<file path="src/rtl/multicycle_ctrl_pkg.sv">
// Shared types and instruction constants for the multi-cycle RISC-V sequencer.
package rv_ctrl_pkg;

    typedef enum logic [2:0] {
        S_IDLE   = 3'd0,
        S_FETCH  = 3'd1,
        S_DECODE = 3'd2,
        S_EXEC   = 3'd3,
        S_WB     = 3'd4,
        S_HALT   = 3'd5
    } ctrl_state_e;

    localparam logic [6:0] OP_IMM    = 7'b0010011;
    localparam logic [6:0] OP_BRANCH = 7'b1100011;
    localparam logic [2:0] F3_ADDI   = 3'b000;
    localparam logic [2:0] F3_BNE    = 3'b001;

    typedef struct packed {
        logic imem_req;
        logic reg_write;
        logic alu_ctrl;
        logic alu_src;
        logic imm_src;
        logic pc_src;
        logic pc_en;
        logic illegal;
    } ctrl_sigs_t;

endpackage

</file>
<file path="src/rtl/multicycle_ctrl_if.sv">
// Instruction-fetch request/acknowledge handshake between sequencer and imem.
interface multicycle_ctrl_if #(parameter int XLEN = 32);
    logic            imem_req;
    logic            imem_ack;
    logic [XLEN-1:0] instr_rdata;

    modport master (output imem_req, input imem_ack, input instr_rdata);
    modport slave  (input imem_req, output imem_ack, output instr_rdata);
endinterface

</file>
<file path="src/rtl/multicycle_ctrl_instr_decode.sv">
// Combinational instruction classification plus the static ALU/immediate controls.
module instr_decode
    import rv_ctrl_pkg::*;
(
    input  logic [6:0] opcode,
    input  logic [2:0] funct3,
    output logic       is_addi,
    output logic       is_bne,
    output logic       is_unsupported,
    output logic       alu_ctrl,
    output logic       alu_src,
    output logic       imm_src
);

    always_comb begin
        is_addi        = (opcode == OP_IMM)    && (funct3 == F3_ADDI);
        is_bne         = (opcode == OP_BRANCH) && (funct3 == F3_BNE);
        is_unsupported = !(is_addi || is_bne);
        alu_ctrl       = is_bne;
        alu_src        = is_addi;
        imm_src        = is_addi;
    end

endmodule

</file>
<file path="src/rtl/multicycle_ctrl.sv">
// Moore-FSM sequencer: fetch over the imem handshake, then decode/execute/write-back.
// Build option MULTICYCLE_ILLEGAL_TRAP_EN: unsupported instructions halt in S_HALT.
//
// state    | meaning
// S_IDLE   | after reset, all controls low
// S_FETCH  | imem_req high, latch ir on imem_ack
// S_DECODE | ALU/immediate controls settle for the decoded type
// S_EXEC   | ALU operation; BNE/NOP retire here with pc_en
// S_WB     | ADDI register write and PC advance
// S_HALT   | unsupported instruction trapped, only rst leaves
module multicycle_ctrl
    import rv_ctrl_pkg::*;
#(
    parameter int XLEN = 32
)
(
    input  logic              clk,
    input  logic              rst,
    multicycle_ctrl_if.master imem,
    input  logic              EQ,
    output logic [XLEN-1:0]   ir,
    output logic              RegWrite,
    output logic              ALUctrl,
    output logic              ALUsrc,
    output logic              ImmSrc,
    output logic              PCsrc,
    output logic              pc_en,
    output logic              illegal,
    output logic [XLEN-1:0]   retire_cnt
);

    ctrl_state_e state;
    ctrl_state_e state_nxt;
    ctrl_sigs_t  ctrl;
    logic        is_addi;
    logic        is_bne;
    logic        is_unsupported;
    logic        dec_alu_ctrl;
    logic        dec_alu_src;
    logic        dec_imm_src;
    logic        retire_evt;

    instr_decode u_decode (
        .opcode         (ir[6:0]),
        .funct3         (ir[14:12]),
        .is_addi        (is_addi),
        .is_bne         (is_bne),
        .is_unsupported (is_unsupported),
        .alu_ctrl       (dec_alu_ctrl),
        .alu_src        (dec_alu_src),
        .imm_src        (dec_imm_src)
    );

    always_ff @(posedge clk or posedge rst) begin
        if (rst) state <= S_IDLE;
        else     state <= state_nxt;
    end

    always_comb begin
        state_nxt = state;
        case (state)
            S_IDLE:   state_nxt = S_FETCH;
            S_FETCH:  if (imem.imem_ack) state_nxt = S_DECODE;
`ifdef MULTICYCLE_ILLEGAL_TRAP_EN
            S_DECODE: state_nxt = is_unsupported ? S_HALT : S_EXEC;
`else
            S_DECODE: state_nxt = S_EXEC;
`endif
            S_EXEC:   state_nxt = is_addi ? S_WB : S_FETCH;
            S_WB:     state_nxt = S_FETCH;
            S_HALT:   state_nxt = S_HALT;
            default:  state_nxt = S_IDLE;
        endcase
    end

    // PCsrc in BNE execute is the only output that looks at a live input (EQ).
    always_comb begin
        ctrl = '0;
        case (state)
            S_FETCH: ctrl.imem_req = 1'b1;
            S_DECODE: begin
                ctrl.alu_ctrl = dec_alu_ctrl;
                ctrl.alu_src  = dec_alu_src;
                ctrl.imm_src  = dec_imm_src;
            end
            S_EXEC: begin
                ctrl.alu_ctrl = dec_alu_ctrl;
                ctrl.alu_src  = dec_alu_src;
                ctrl.imm_src  = dec_imm_src;
                if (is_bne) begin
                    ctrl.pc_en  = 1'b1;
                    ctrl.pc_src = ~EQ;
                end else if (is_unsupported) begin
                    ctrl.pc_en  = 1'b1;
                end
            end
            S_WB: begin
                ctrl.alu_ctrl  = dec_alu_ctrl;
                ctrl.alu_src   = dec_alu_src;
                ctrl.imm_src   = dec_imm_src;
                ctrl.reg_write = 1'b1;
                ctrl.pc_en     = 1'b1;
            end
`ifdef MULTICYCLE_ILLEGAL_TRAP_EN
            S_HALT: ctrl.illegal = 1'b1;
`endif
            default: ctrl = '0;
        endcase
    end

    assign imem.imem_req = ctrl.imem_req;
    assign RegWrite      = ctrl.reg_write;
    assign ALUctrl       = ctrl.alu_ctrl;
    assign ALUsrc        = ctrl.alu_src;
    assign ImmSrc        = ctrl.imm_src;
    assign PCsrc         = ctrl.pc_src;
    assign pc_en         = ctrl.pc_en;
    assign illegal       = ctrl.illegal;

    // ADDI retires in WB; BNE and the NOP path retire in EXEC.
    assign retire_evt = (state == S_WB) || ((state == S_EXEC) && !is_addi);

    always_ff @(posedge clk or posedge rst) begin
        if (rst) begin
            ir         <= '0;
            retire_cnt <= '0;
        end else begin
            if ((state == S_FETCH) && imem.imem_ack) ir <= imem.instr_rdata;
            if (retire_evt) retire_cnt <= retire_cnt + {{(XLEN-1){1'b0}}, 1'b1};
        end
    end

endmodule
</file>
<file path="src/flat_wrapper.sv">
// flat-port wrapper written by rule: the top's interface ports become plain ports
module multicycle_ctrl_flat import rv_ctrl_pkg::*;
#(
    parameter int XLEN = 32
)
  (clk, rst, EQ, ir, RegWrite, ALUctrl, ALUsrc, ImmSrc, PCsrc, pc_en, illegal, retire_cnt, imem_imem_req, imem_imem_ack, imem_instr_rdata);
  multicycle_ctrl_if #(.XLEN(XLEN)) imem_i ();
  input  logic clk;
  input  logic rst;
  input  logic EQ;
  output logic [XLEN-1:0] ir;
  output logic RegWrite;
  output logic ALUctrl;
  output logic ALUsrc;
  output logic ImmSrc;
  output logic PCsrc;
  output logic pc_en;
  output logic illegal;
  output logic [XLEN-1:0] retire_cnt;
  output wire logic [$bits(imem_i.imem_req)-1:0] imem_imem_req;
  input wire logic [$bits(imem_i.imem_ack)-1:0] imem_imem_ack;
  input wire logic [$bits(imem_i.instr_rdata)-1:0] imem_instr_rdata;
  assign imem_imem_req = imem_i.imem_req;
  assign imem_i.imem_ack = imem_imem_ack;
  assign imem_i.instr_rdata = imem_instr_rdata;
  multicycle_ctrl #(.XLEN(XLEN)) u_core (.clk(clk), .rst(rst), .imem(imem_i), .EQ(EQ), .ir(ir), .RegWrite(RegWrite), .ALUctrl(ALUctrl), .ALUsrc(ALUsrc), .ImmSrc(ImmSrc), .PCsrc(PCsrc), .pc_en(pc_en), .illegal(illegal), .retire_cnt(retire_cnt));
endmodule
</file>
<file path="config.mk">
export PLATFORM = sky130hd
export DESIGN_NAME = multicycle_ctrl_flat
export DESIGN_NICKNAME = d
export VERILOG_FILES = /design/src/rtl/multicycle_ctrl_pkg.sv /design/src/rtl/multicycle_ctrl_if.sv /design/src/rtl/multicycle_ctrl_instr_decode.sv /design/src/rtl/multicycle_ctrl.sv /design/src/flat_wrapper.sv
export SDC_FILE = /design/constraint.sdc
export NUM_CORES = 1
export LEC_CHECK = 0
export BUFFER_PORTS_ARGS = -buffer_cell sky130_fd_sc_hd__buf_2
export CORE_UTILIZATION = 40
export DETAILED_ROUTE_END_ITERATION = 8
export GPL_TIMING_DRIVEN = 0
export PLACE_DENSITY = 0.68
export RECOVER_POWER = 25
export SLEW_MARGIN = 20
export SYNTH_ARGS = -nofsm -noshare
export SYNTH_HDL_FRONTEND = slang
export SYNTH_SLANG_ARGS = --single-unit
</file>
<file path="constraint.sdc">
create_clock -name clk -period 1.6 [get_ports clk]
set_input_delay 0.08 -clock clk [delete_from_list [all_inputs] [get_ports clk]]
set_output_delay 0.08 -clock clk [all_outputs]
set_load 0.01 [all_outputs]
</file>
[Yosys cells after proc, flatten, opt, wreduce, memory -nomap -nowiden]
Cells that the tools add are included.
Word-level totals
  register bits: 67
  input port bits: 36
  output and inout bits: 72
Cells by class
  add/sub/neg operators: 1
  equal/unequal tests: 9
  muxes and demuxes: 11
  bitwise gates (word level): 1
  reduce and logical (&&, ||, !) cells: 11
Operator list (count)
  32-bit by 1-bit adder with 32-bit output (second input constant): 1
  3-bit case mux with 5 select lines: 1
  3-bit two-way mux: 3
  7-bit by 5-bit == test with 1-bit output (second input constant): 1
  7-bit == test (second input constant): 1
  3-bit by 1-bit == test with 1-bit output (second input constant): 2
  3-bit by 2-bit == test with 1-bit output (second input constant): 2
  3-bit == test (second input constant): 2
  3-bit logical NOT: 2
  1-bit two-way mux: 6
  1-bit logical AND: 4
  3-bit OR reduction: 1
  1-bit logical OR: 2
  2-bit != test (second input constant): 1
  1-bit case mux with 2 select lines: 1
  2-bit OR reduction: 1
  1-bit logical NOT: 1
  1-bit NOT: 1

[Depth between registers and ports, before layout]
Gate-level depths: netlist of run 1.
  depth in word-level cells: 6
  depth in mapped cells: 8

[Cells and area by module]
Synthesis of run 1 repeated with hierarchy kept, for this count alone.
Unflattened totals
  cells, all modules: 236
  area, all modules: 2985.4 sq um
By module, submodules not included
  multicycle_ctrl: times used 1, cells each 227, area an instance 2909.0 sq um
  instr_decode: times used 1, cells each 9, area an instance 76.3 sq um

[Worst setup path after synthesis of run 1]
No wires, ideal clock.
  kind: reg-to-reg
  start: register u_core.ir[2]
  end: register u_core.retire_cnt[5]
  library setup time: 0.080 ns
  arrival time: 1.609 ns
  setup slack: -0.089 ns
  stages on the path, launching flop included: 8
  buffers on the path: 1
  path through: dfrtp_1 -> nor4_2 -> a31oi_4 -> nor2_1 -> buf_6 -> inv_2 -> nand4_1 -> xnor2_1
On the way
  longest elaborated chain between the ends: 5
RTL lines
  start: declaration: RTL line multicycle_ctrl.sv:21  | output logic [XLEN-1:0] ir,
  start signal: assignment: RTL line multicycle_ctrl.sv:128  | if ((state == S_FETCH) && imem.imem_ack) ir <= imem.instr_rdata;
  7-bit by 5-bit == test with 1-bit output: RTL line multicycle_ctrl_instr_decode.sv:16  | is_addi = (opcode == OP_IMM) && (funct3 == F3_ADDI);
  1-bit logical AND: RTL line multicycle_ctrl_instr_decode.sv:16
  1-bit logical NOT: RTL line multicycle_ctrl.sv:121  | assign retire_evt = (state == S_WB) || ((state == S_EXEC) && !is_addi);
  1-bit logical AND: RTL line multicycle_ctrl.sv:121
  1-bit logical OR: RTL line multicycle_ctrl.sv:121
  end signal: assignment: RTL line multicycle_ctrl.sv:129  | if (retire_evt) retire_cnt <= retire_cnt + {{(XLEN-1){1'b0}}, 1'b1};
  end: declaration: RTL line multicycle_ctrl.sv:29  | output logic [XLEN-1:0] retire_cnt
No other way between the ends.
A chain may end at the register's enable or synchronous reset.

[Worst setup path in the final report of run 1]
  start: register u_core.ir[2]
  end: output port ImmSrc
On the way
  longest elaborated chain between the ends: 3
RTL lines
  7-bit by 5-bit == test with 1-bit output: RTL line multicycle_ctrl_instr_decode.sv:16
  1-bit logical AND: RTL line multicycle_ctrl_instr_decode.sv:16
  3-bit two-way mux: RTL line multicycle_ctrl.sv:79  | case (state)
  end: declaration: RTL line flat_wrapper.sv:15  | output logic ImmSrc;
No other way between the ends.

==> impl_metrics.json, run 1 <==
{
  "p_switching_uw": 2130,
  "hold_path_class": "in -> reg",
  "setup_ws_ns": -0.231,
  "fin_setup_tns_ns": -4.38,
  "cts_root_buf": "clkbuf_8",
  "syn_nets": 274,
  "seq_power_share_pct": 39.8,
  "grt_use_total_pct": 20.7,
  "setup_viol": 42,
  "io_pins": 108,
  "crit_path_top_delay_cell": "dfrtp_1",
  "share_comb_of_total_power_pct": 38.5,
  "clockPowerShare_pct": 21.7,
  "portBuffers": 106,
  "async_flop_share_pct": 100,
  "cap_violations": 0,
  "htree_num_levels": 3,
  "rows": 31,
  "synth_ff_type": "dfrtp_1",
  "first_pass_iters": 4,
  "core_um2": 7290,
  "fin_nets": 454,
  "fmax_ghz": 0.546,
  "end_kind": "output port",
  "drive_gt1_share_pct": 61.5,
  "reg2reg_setup_slack_ns": -0.23,
  "die-area_um2": 7920,
  "worstPathRequired_ns": 1.52,
  "slew_viol_final": 0,
  "worst_pin_slew_ns": 0.841,
  "yosysMostFrequentCell": "dfrtp_1",
  "worstSetupStartpointType": "flop",
  "dp_hpwl_mm": 4.67,
  "drt-initial-drc-count": 80,
  "max-vdd-ir-drop_v": 0.00100,
  "path_cells": "nor4_4, and3_4, nor2b_4, buf_6, buf_6",
  "rr_worst_depth": 6,
  "p_leak_uw": 0.00256,
  "clkTransAtPathRegs_ns": 0.07,
  "worst_path_largest_cell_delay_ns": 0.41,
  "ant_nets": 0,
  "final_core_util_pct": 69.2,
  "p_sw_share_pct": 32.8,
  "ys_seq_elements": 67,
  "cts_buffers": 9,
  "period_needed_ns": 1.83,
  "synth_top_area_cell": "dfrtp_1",
  "syn_area_um2": 3030,
  "clock_path_buffers": 2,
  "ys_seq_area_share_pct": 55.3,
  "fin_worst_skew_ns": 0.00542,
  "synth.distinct_cells": 44,
  "relSlewSlack_pct": 43.9,
  "synth-edff-count": 0,
  "holdCritStartpoint": "imem_imem_ack",
  "cts.sinks": 67,
  "syn_area_per_cell_um2": 12.8,
  "synth_top_cells_by_count": "dfrtp_1 (67), mux2_2 (30), xor2_1 (20)",
  "outcome": "finished, violations left",
  "r2r-end": "u_core.retire_cnt[18]$_DFFE_PP0P_",
  "drcViolationCount": 0,
  "p_per_area_nw_per_um2": 1290,
  "area_delta_synth_final_pct": 66.7,
  "yosys_warnings": 0,
  "tritoncts": "yes",
  "n_antenna_cell": 0,
  "crit_fanout": 3,
  "fp.dieW_um": 89.0,
  "grt_pass1_vias": 2516,
  "whs_endpoint": "u_core.state[1]$_DFFE_PP0P_",
  "period_share_pct": 114,
  "failed_checks": "negative setup slack",
  "grt_pass1_wl_mm": 12.1,
  "antenna_found_initial": 0,
  "totalWireLength_mm": 8.41,
  "overflow": 0,
  "wl_per_cell_um": 16.2,
  "synth.area.top_cells": "dfrtp_1 (55%), mux2_2 (11%), xor2_1 (5.8%), xnor2_1 (3.2%), nor4_2 (2.1%)",
  "hold_depth": 3,
  "vias_per_cell": 4.94,
  "initial_utilization_pct": 41.5,
  "place.gp.congestion": 0.779,
  "arrival_ns": 1.75,
  "die_h_um": 89.0,
  "hold_violations": 0,
  "cp_common_cell": "buf_6",
  "worstReg2RegStart": "u_core.ir[2]$_DFFE_PP0P_",
  "cellInternalPower_uw": 4360,
  "synth_top_area_share_pct": 55.3,
  "via_count": 2567,
  "synthCells": 237,
  "rsz0062_at_grt": "yes",
  "clk_latency_ns": 0.33,
  "grt_max_degree": 34,
  "critPathKind": "reg -> out"
}
worst max path at each step:
stage | start | end | slack [ns] | cells after the start
global route | u_core.ir[2]$_DFFE_PP0P_ | u_core.retire_cnt[16]$_DFFE_PP0P_ | -0.30 | 6
global placement | u_core.retire_cnt[2]$_DFFE_PP0P_ | u_core.retire_cnt[29]$_DFFE_PP0P_ | -0.26 | 5
CTS | u_core.ir[2]$_DFFE_PP0P_ | ImmSrc | -0.23 | 5
finish | u_core.ir[2]$_DFFE_PP0P_ | ImmSrc | -0.23 | 5
detailed placement | u_core.retire_cnt[2]$_DFFE_PP0P_ | u_core.retire_cnt[29]$_DFFE_PP0P_ | -0.23 | 5
floorplan | u_core.state[1]$_DFFE_PP0P_ | u_core.ir[20]$_DFFE_PP0P_ | -0.02 | 5
area by class of cell:
cell class	instances	area, um^2
Timing Repair Buffer	171	1210
Clock inverter	2	35.0
Inverter	5	27.5
Multi-Input combinational cell	157	1740
Fill cell	543	2240
Buffer	6	67.6
Sequential cell	67	1690
Clock buffer	13	159
Tap cell	99	124
layer usage:
layer  track usage, %  routed length (um)  vias to the layer above
li1                 -                   -                     1195
met1             24.4                3380                     1273
met2             35.4                4470                       78
met3             4.43                 320                       21
met4             11.3                 235                        0
met5                0                   0                        -
critical path, delay by kind of cell, from the launching register on:
family / cells / cell delay, ns
buffers and inverters: 2 / 0.20
AND/OR/NAND/NOR: 3 / 0.80
flip-flops: 1 / 0.41
placed cells by master (no fill, tap or decap), drive strengths merged, types with 2 or more instances in the layout:
master       Yosys  routed
xnor2           11      11
nand3            9       9
dfrtp           67      67
xor2            20      20
nand3b           2       2
nand2b           2       2
and3             2       2
dlygate4sd3      0      33
buf              7     140
nor3            11      11
nor2            16      16
o211ai           2       2
nor4b            2       2
nand2           15      15
clkbuf           1      17
inv              5       4
nor4             7       7
nand4           10      10
mux2            32      32
nor2b            2       2
flip-flops by register name, summed over array words and instances, names as in the netlist:
signal / count
u_core.retire_cnt: 32
u_core.ir: 32
u_core.state: 3
metrics by stage:
step / instance area [um^2] / setup WS [ns] / total power (uW) / hold WS (ns) / std cells
final: 5050 / -0.231 / 6490 / 0.0475 / 520
after floorplan: 3060 / -0.0207 / 3480 / 0.214 / 237
after global routing: 5050 / -0.297 / 6820 / 0.0594 / 520
after CTS: 4690 / -0.226 / 6060 / 0.00764 / 511
after detailed placement: 3750 / -0.226 / 4160 / -0.00764 / 444
after global placement: 3710 / -0.262 / 4090 / 0.305 / 442
kinds of logic (layout without fill, tap and decap cells):
kind of cell	count (synthesis)	in the layout	synth area share, %
fa+ha+maj	1	1	0.413
compound gates	8	8	2.97
simple gates	84	84	18.0
flops	67	67	55.3
mux	32	32	11.9
other cells	1	1	0.124
buf+inv	13	197	2.27
xor+xnor	31	31	8.96
what timing repair did:
item / CTS / global route
buffers inserted: 18 / 11
hold buffers: 33 / 0
setup endpoints to repair: 65 / 70
gates resized for setup: 54 / 82
cloned: 2 / 1
endpoints found under the hold margin: 99 / 0
pin swaps: 12 / 27
power groups by stage:
stage	combinational [uW]	sequential (uW)	clock (uW)
finish	2500	2590	1410
global route	2670	2630	1520
floorplan	790	2690	0
CTS	2100	2520	1440
global placement	1600	2490	0
detailed placement	1640	2520	0
Power figures use the tool's default switching activity.
==> run 2: changes to the inputs <==
Settings changed: RECOVER_POWER 25 to not set, SLEW_MARGIN 20 to 0.
==> run 2 against run 1 <==
  * The run still ends with negative setup slack left
  * Via count down 1.1%
  * Worst hold slack worse by 0.0092 ns
  * Largest power group unchanged
  * Core utilization down 0.26 points
==> impl_metrics.json, run 2 (synthesis gave the netlist of run 1 again) <==
{
  "rsz0062_at_grt": "yes",
  "grt_use_total_pct": 19.3,
  "clockPowerShare_pct": 21.7,
  "dp_hpwl_mm": 4.62,
  "drive_gt1_share_pct": 61.2,
  "worstSetupStartpointType": "flop",
  "hold_path_class": "in -> reg",
  "cp_common_cell": "buf_6",
  "final_cell_mix": "buf_2 (103), dfrtp_1 (56), dlygate4sd3_1 (33)",
  "core_um2": 7290,
  "period_needed_ns": 1.83,
  "grt_use_met1_pct": 23.2,
  "drcViolationCount": 0,
  "worst_pin_slew_ns": 0.750,
  "cts.sinks": 67,
  "worst_path_largest_cell_delay_ns": 0.43,
  "clk_latency_ns": 0.33,
  "outcome": "finished, violations left",
  "antenna_found_initial": 0,
  "portBuffers": 106,
  "path_cells": "nor4_4, and3_4, nor2b_4, buf_6, buf_6",
  "fp.dieW_um": 89.0,
  "crit_path_top_delay_cell": "dfrtp_2",
  "failed_checks": "negative setup slack",
  "fin_setup_tns_ns": -5.24,
  "tritoncts": "yes",
  "p_leak_uw": 0.00254,
  "cap_violations": 0,
  "crit_fanout": 3,
  "fillerInstances": 559,
  "grt_max_degree": 36,
  "area_delta_synth_final_pct": 66.0,
  "io_pins": 108,
  "hold_violations": 0,
  "share_comb_of_total_power_pct": 37.8,
  "totalWireLength_mm": 8.24,
  "first_pass_iters": 4,
  "setup_viol": 68,
  "reg2reg_setup_slack_ns": -0.22,
  "reg_top3": "u_core.ir: 32 flops, u_core.retire_cnt: 32 flops, u_core.state: 3 flops",
  "cts_buffers": 9,
  "drt-initial-drc-count": 55,
  "cellInternalPower_uw": 4330,
  "end_kind": "output port",
  "seq_area_um2": 1690,
  "overflow": 0,
  "grt_pass1_vias": 2413,
  "clkTransAtPathRegs_ns": 0.07,
  "wl_per_cell_um": 16.0,
  "vias_per_cell": 4.92,
  "pre_cts_ws_ns": -0.261,
  "initial_utilization_pct": 41.5,
  "arrival_ns": 1.75,
  "multiInputGateArea_um2": 1720,
  "via_count": 2538,
  "n_antenna_cell": 0,
  "relSlewSlack_pct": 49.9,
  "die-area_um2": 7920,
  "p_per_area_nw_per_um2": 1270,
  "p_switching_uw": 2080,
  "place.gp.congestion": 0.779,
  "seq_power_share_pct": 40.5,
  "ant_nets": 0,
  "critPathKind": "reg -> out",
  "clock_path_buffers": 2,
  "max-vdd-ir-drop_v": 0.000806,
  "grtUsageMet3_pct": 3.88,
  "cts_root_buf": "clkbuf_8",
  "slew_viol_final": 0,
  "busiest_layer": "met2",
  "rows": 31,
  "setup_ws_ns": -0.231,
  "mostFrequentLayoutCell": "buf_2",
  "grt_pass1_wl_mm": 11.4,
  "htree_num_levels": 3,
  "fin_nets": 450,
  "worstPathRequired_ns": 1.52,
  "die_h_um": 89.0,
  "use_met2_pct": 33.1,
  "fin_worst_skew_ns": 0.00772,
  "p_sw_share_pct": 32.4,
  "fmax_ghz": 0.546,
  "period_share_pct": 114
}
-- run 2: metrics by stage --
step	cell area (um^2)	instances	total power, uW	util, %	hold WS, ns
4_1_cts	4590	507	5850	63.0	0.0101
2_1_floorplan	3060	237	3480	-	0.214
5_1_grt	5030	516	6750	69.0	0.0661
3_3_place_gp	3710	442	4090	50.9	0.305
6_report	5030	516	6400	69.0	0.0383
3_5_place_dp	3730	443	4150	51.2	0.246
-- run 2: cell type report --
type	count	share of cell area [%]
Buffer	7	1.64
Clock buffer	13	3.16
Clock inverter	2	0.697
Inverter	5	0.597
Multi-Input combinational cell	157	34.1
Sequential cell	67	33.6
Tap cell	99	2.46
Timing Repair Buffer	166	23.7
-- run 2: path summary, 6_finish.rpt --
kind | to | depth (start not counted) | from
max in group asynchronous | u_core.ir[14]$_DFFE_PP0P_ | 4 | rst
hold / removal | u_core.state[1]$_DFFE_PP0P_ | 3 | imem_imem_ack
hold reg to reg | u_core.retire_cnt[31]$_DFFE_PP0P_ | 1 | u_core.retire_cnt[31]$_DFFE_PP0P_
setup / recovery | ImmSrc | 5 | u_core.ir[14]$_DFFE_PP0P_
setup reg to reg | u_core.retire_cnt[18]$_DFFE_PP0P_ | 6 | u_core.ir[14]$_DFFE_PP0P_
min in group asynchronous | u_core.retire_cnt[28]$_DFFE_PP0P_ | 3 | rst
-- run 2: worst max-delay path, delay by kind of cell (launching register included) --
| kind | cells | cell delay (ns) |
|---|---|---|
| AND/OR/NAND/NOR | 3 | 0.79 |
| buffers and inverters | 2 | 0.21 |
| flip-flops | 1 | 0.43 |
-- run 2: power by group through the flow --
stage	sequential (uW)	clock (uW)	combinational [uW]
floorplan	2690	0	790
global placement	2490	0	1600
detailed placement	2520	0	1630
CTS	2520	1440	1890
global route	2650	1510	2590
finish	2590	1390	2420
-- run 2: repair_timing --
action                                  4_1_cts  5_1_grt
pin swaps                                    17       21
hold endpoints to repair                     64        0
hold buffers                                 33        0
resized for setup                            48       77
setup buffers                                17        6
cloned                                        0        3
endpoints found under the setup margin       65       68
-- run 2: metal layers --
metal / vias up / routed length [um]
met2: 87 / 4230
met3: 20 / 336
met5: - / 0
met1: 1253 / 3450
li1: 1178 / -
met4: 0 / 222
==> run 3: changes to the inputs <==
Settings changed: CORE_ASPECT_RATIO set to 1.25, SLEW_MARGIN 0 to 5.
==> run 3 against run 2 <==
  * The flow still finishes with violations (negative setup slack)
  * Die area barely moved
  * Power rose by 0.86%
  * Register-to-register slack barely moved
  * Sequential cell count did not move
  * Sequential share of layout area rose by 0.36 points
  * First-iteration DRC count fell by 3.6%
  * Clock skew rose by 0.0033 ns
  * Final cell count fell by 0.97%
  * Via count fell by 0.43%
  * Critical path depth rose by 1
  * Routed wire length fell by 2.5%
  * Critical path type is now reg -> reg
  * Critical endpoint is now u_core.retire_cnt[18]$_DFFE_PP0P_
  * Largest cell class is now flip-flops and latches
  * Highest routed layer unchanged
==> impl_metrics.json, run 3 (synthesis gave the netlist of run 1 again) <==
{
  "fillerInstances": 559,
  "ant_nets": 0,
  "via_count": 2527,
  "setup_viol": 67,
  "core_um2": 7360,
  "drcViolationCount": 0,
  "grt_pass1_wl_mm": 12.9,
  "multiInputGateArea_um2": 1630,
  "crit_fanout": 6,
  "grt_max_degree": 38,
  "die_h_um": 99.3,
  "antenna_found_initial": 0,
  "place.gp.congestion": 0.765,
  "fin_nets": 451,
  "fin_setup_tns_ns": -6.50,
  "final_core_util_pct": 67.5,
  "htree_num_levels": 3,
  "fp.dieW_um": 79.8,
  "hold_violations": 0,
  "cts.sinks": 67,
  "grt_pass1_vias": 2686,
  "dpl_cell_area_um2": 3730,
  "totalWireLength_mm": 8.04,
  "mostFrequentLayoutCell": "buf_2",
  "end_kind": "flop",
  "outcome": "finished, violations left",
  "layout.cells.non_filler": 511,
  "io_pins": 108,
  "clkTransAtPathRegs_ns": 0.08,
  "worst_pin_slew_ns": 0.708,
  "arrival_ns": 2.04,
  "hold_ws_ns": 0.385,
  "vias_per_cell": 4.95,
  "hold_path_class": "in -> async",
  "reg_top3": "u_core.ir: 32 flops, u_core.retire_cnt: 32 flops, u_core.state: 3 flops",
  "slew_viol_final": 0,
  "worstReg2RegStart": "u_core.ir[2]$_DFFE_PP0P_",
  "die-area_um2": 7930,
  "reg2reg_setup_slack_ns": -0.22,
  "grt_use_total_pct": 21.6,
  "cts_root_buf": "clkbuf_8",
  "fmax_ghz": 0.549,
  "p_leak_uw": 0.00248,
  "wl_per_cell_um": 15.7,
  "critPathKind": "reg -> reg",
  "period_needed_ns": 1.82,
  "portBuffers": 106,
  "dp_hpwl_mm": 4.81,
  "final_cell_mix": "buf_2 (104), dfrtp_1 (59), dlygate4sd3_1 (34)",
  "max-vdd-ir-drop_v": 0.000807,
  "p_per_area_nw_per_um2": 1300,
  "cts_buffers": 9,
  "seq_area_um2": 1690,
  "relSlewSlack_pct": 52.7,
  "n_antenna_cell": 0,
  "drive_gt1_share_pct": 58.5,
  "rsz0062_at_grt": "yes",
  "initial_utilization_pct": 41.2,
  "cap_violations": 0,
  "dp_cells": 436,
  "critPathLaunch": "u_core.ir[2]$_DFFE_PP0P_",
  "area_delta_synth_final_pct": 63.9,
  "cp-endpoint": "u_core.retire_cnt[18]$_DFFE_PP0P_",
  "r2r-end": "u_core.retire_cnt[18]$_DFFE_PP0P_",
  "worstSetupStartpointType": "flop",
  "fin_area_um2": 4960,
  "drt-initial-drc-count": 53,
  "failed_checks": "negative setup slack",
  "overflow": 0,
  "tritoncts": "yes",
  "clock_path_buffers": 2,
  "clk_latency_ns": 0.35,
  "first_pass_iters": 4,
  "fin_worst_skew_ns": 0.0110,
  "period_share_pct": 114,
  "worstPathRequired_ns": 1.82,
  "rows": 35,
  "rr_worst_depth": 6,
  "setup_ws_ns": -0.221
}
## run 3: cell count changes in the layout (fill, tap and decap cells not counted), moves of 3 or more
cell        previous run  this run
dfrtp_1               56        59
clkbuf_16              3         0
buf_4                 16        11
nand3_4                4         1
clkinvlp_4             1         4
dfrtp_2               11         8
## run 3: cell type report
class	instances	share of cell area (%)
sequential	67	34.0
multi-input combinational	157	32.9
timing repair buffer	168	24.5
clock buffer	11	3.05
tap	92	2.32
buffer	6	1.44
clock inverter	5	1.23
inverter	5	0.605
## run 3: how the worst min path moves through the flow
stage               slack, ns  cells after the start                                 to
floorplan                0.21                      1                              PCsrc
global placement         0.30                      2          u_core.ir[24]$_DFFE_PP0P_
detailed placement       0.23                      2  u_core.retire_cnt[30]$_DFFE_PP0P_
CTS                      0.40                      3  u_core.retire_cnt[30]$_DFFE_PP0P_
global route             0.42                      3                              PCsrc
finish                   0.39                      3  u_core.retire_cnt[30]$_DFFE_PP0P_
## run 3: per-stage QoR
step | total power [uW] | worst slack, ns
global placement | 4110 | -0.325
detailed placement | 4170 | -0.347
CTS | 6370 | -0.215
global route | 6780 | -0.294
floorplan | 3480 | -0.0207
finish | 6460 | -0.221
## run 3: power breakdown
group	total, uW	switching [uW]	leakage (uW)	internal, uW
combinational	2400	1020	0.00155	1380
clock	1500	690	0.0000978	807
sequential	2560	427	0.000837	2130
total	6460	2140	0.00248	4320
## run 3: critical path: stages (launching register included)
cell,delay [ns]
dfrtp_1,0.42
nor4_4,0.38
a31oi_4,0.16
buf_6,0.16
o2111ai_4,0.34
nor4_2,0.07
xor2_1,0.15
## run 3: per-layer routing
layer | track usage (%) | routed length (um) | up-vias
met1 | 25.2 | 3230 | 1253
met5 | 0 | 0 | -
met3 | 5.69 | 358 | 13
li1 | - | - | 1183
met2 | 37.2 | 4280 | 78
met4 | 8.79 | 162 | 0
## run 3: timing repair
item	4_1_cts	5_1_grt
hold buffers	34	0
pin swaps	11	18
cloned	3	0
buffers inserted	20	6
setup endpoints to repair	65	70
gates resized for setup	79	35
endpoints found under the hold margin	63	0
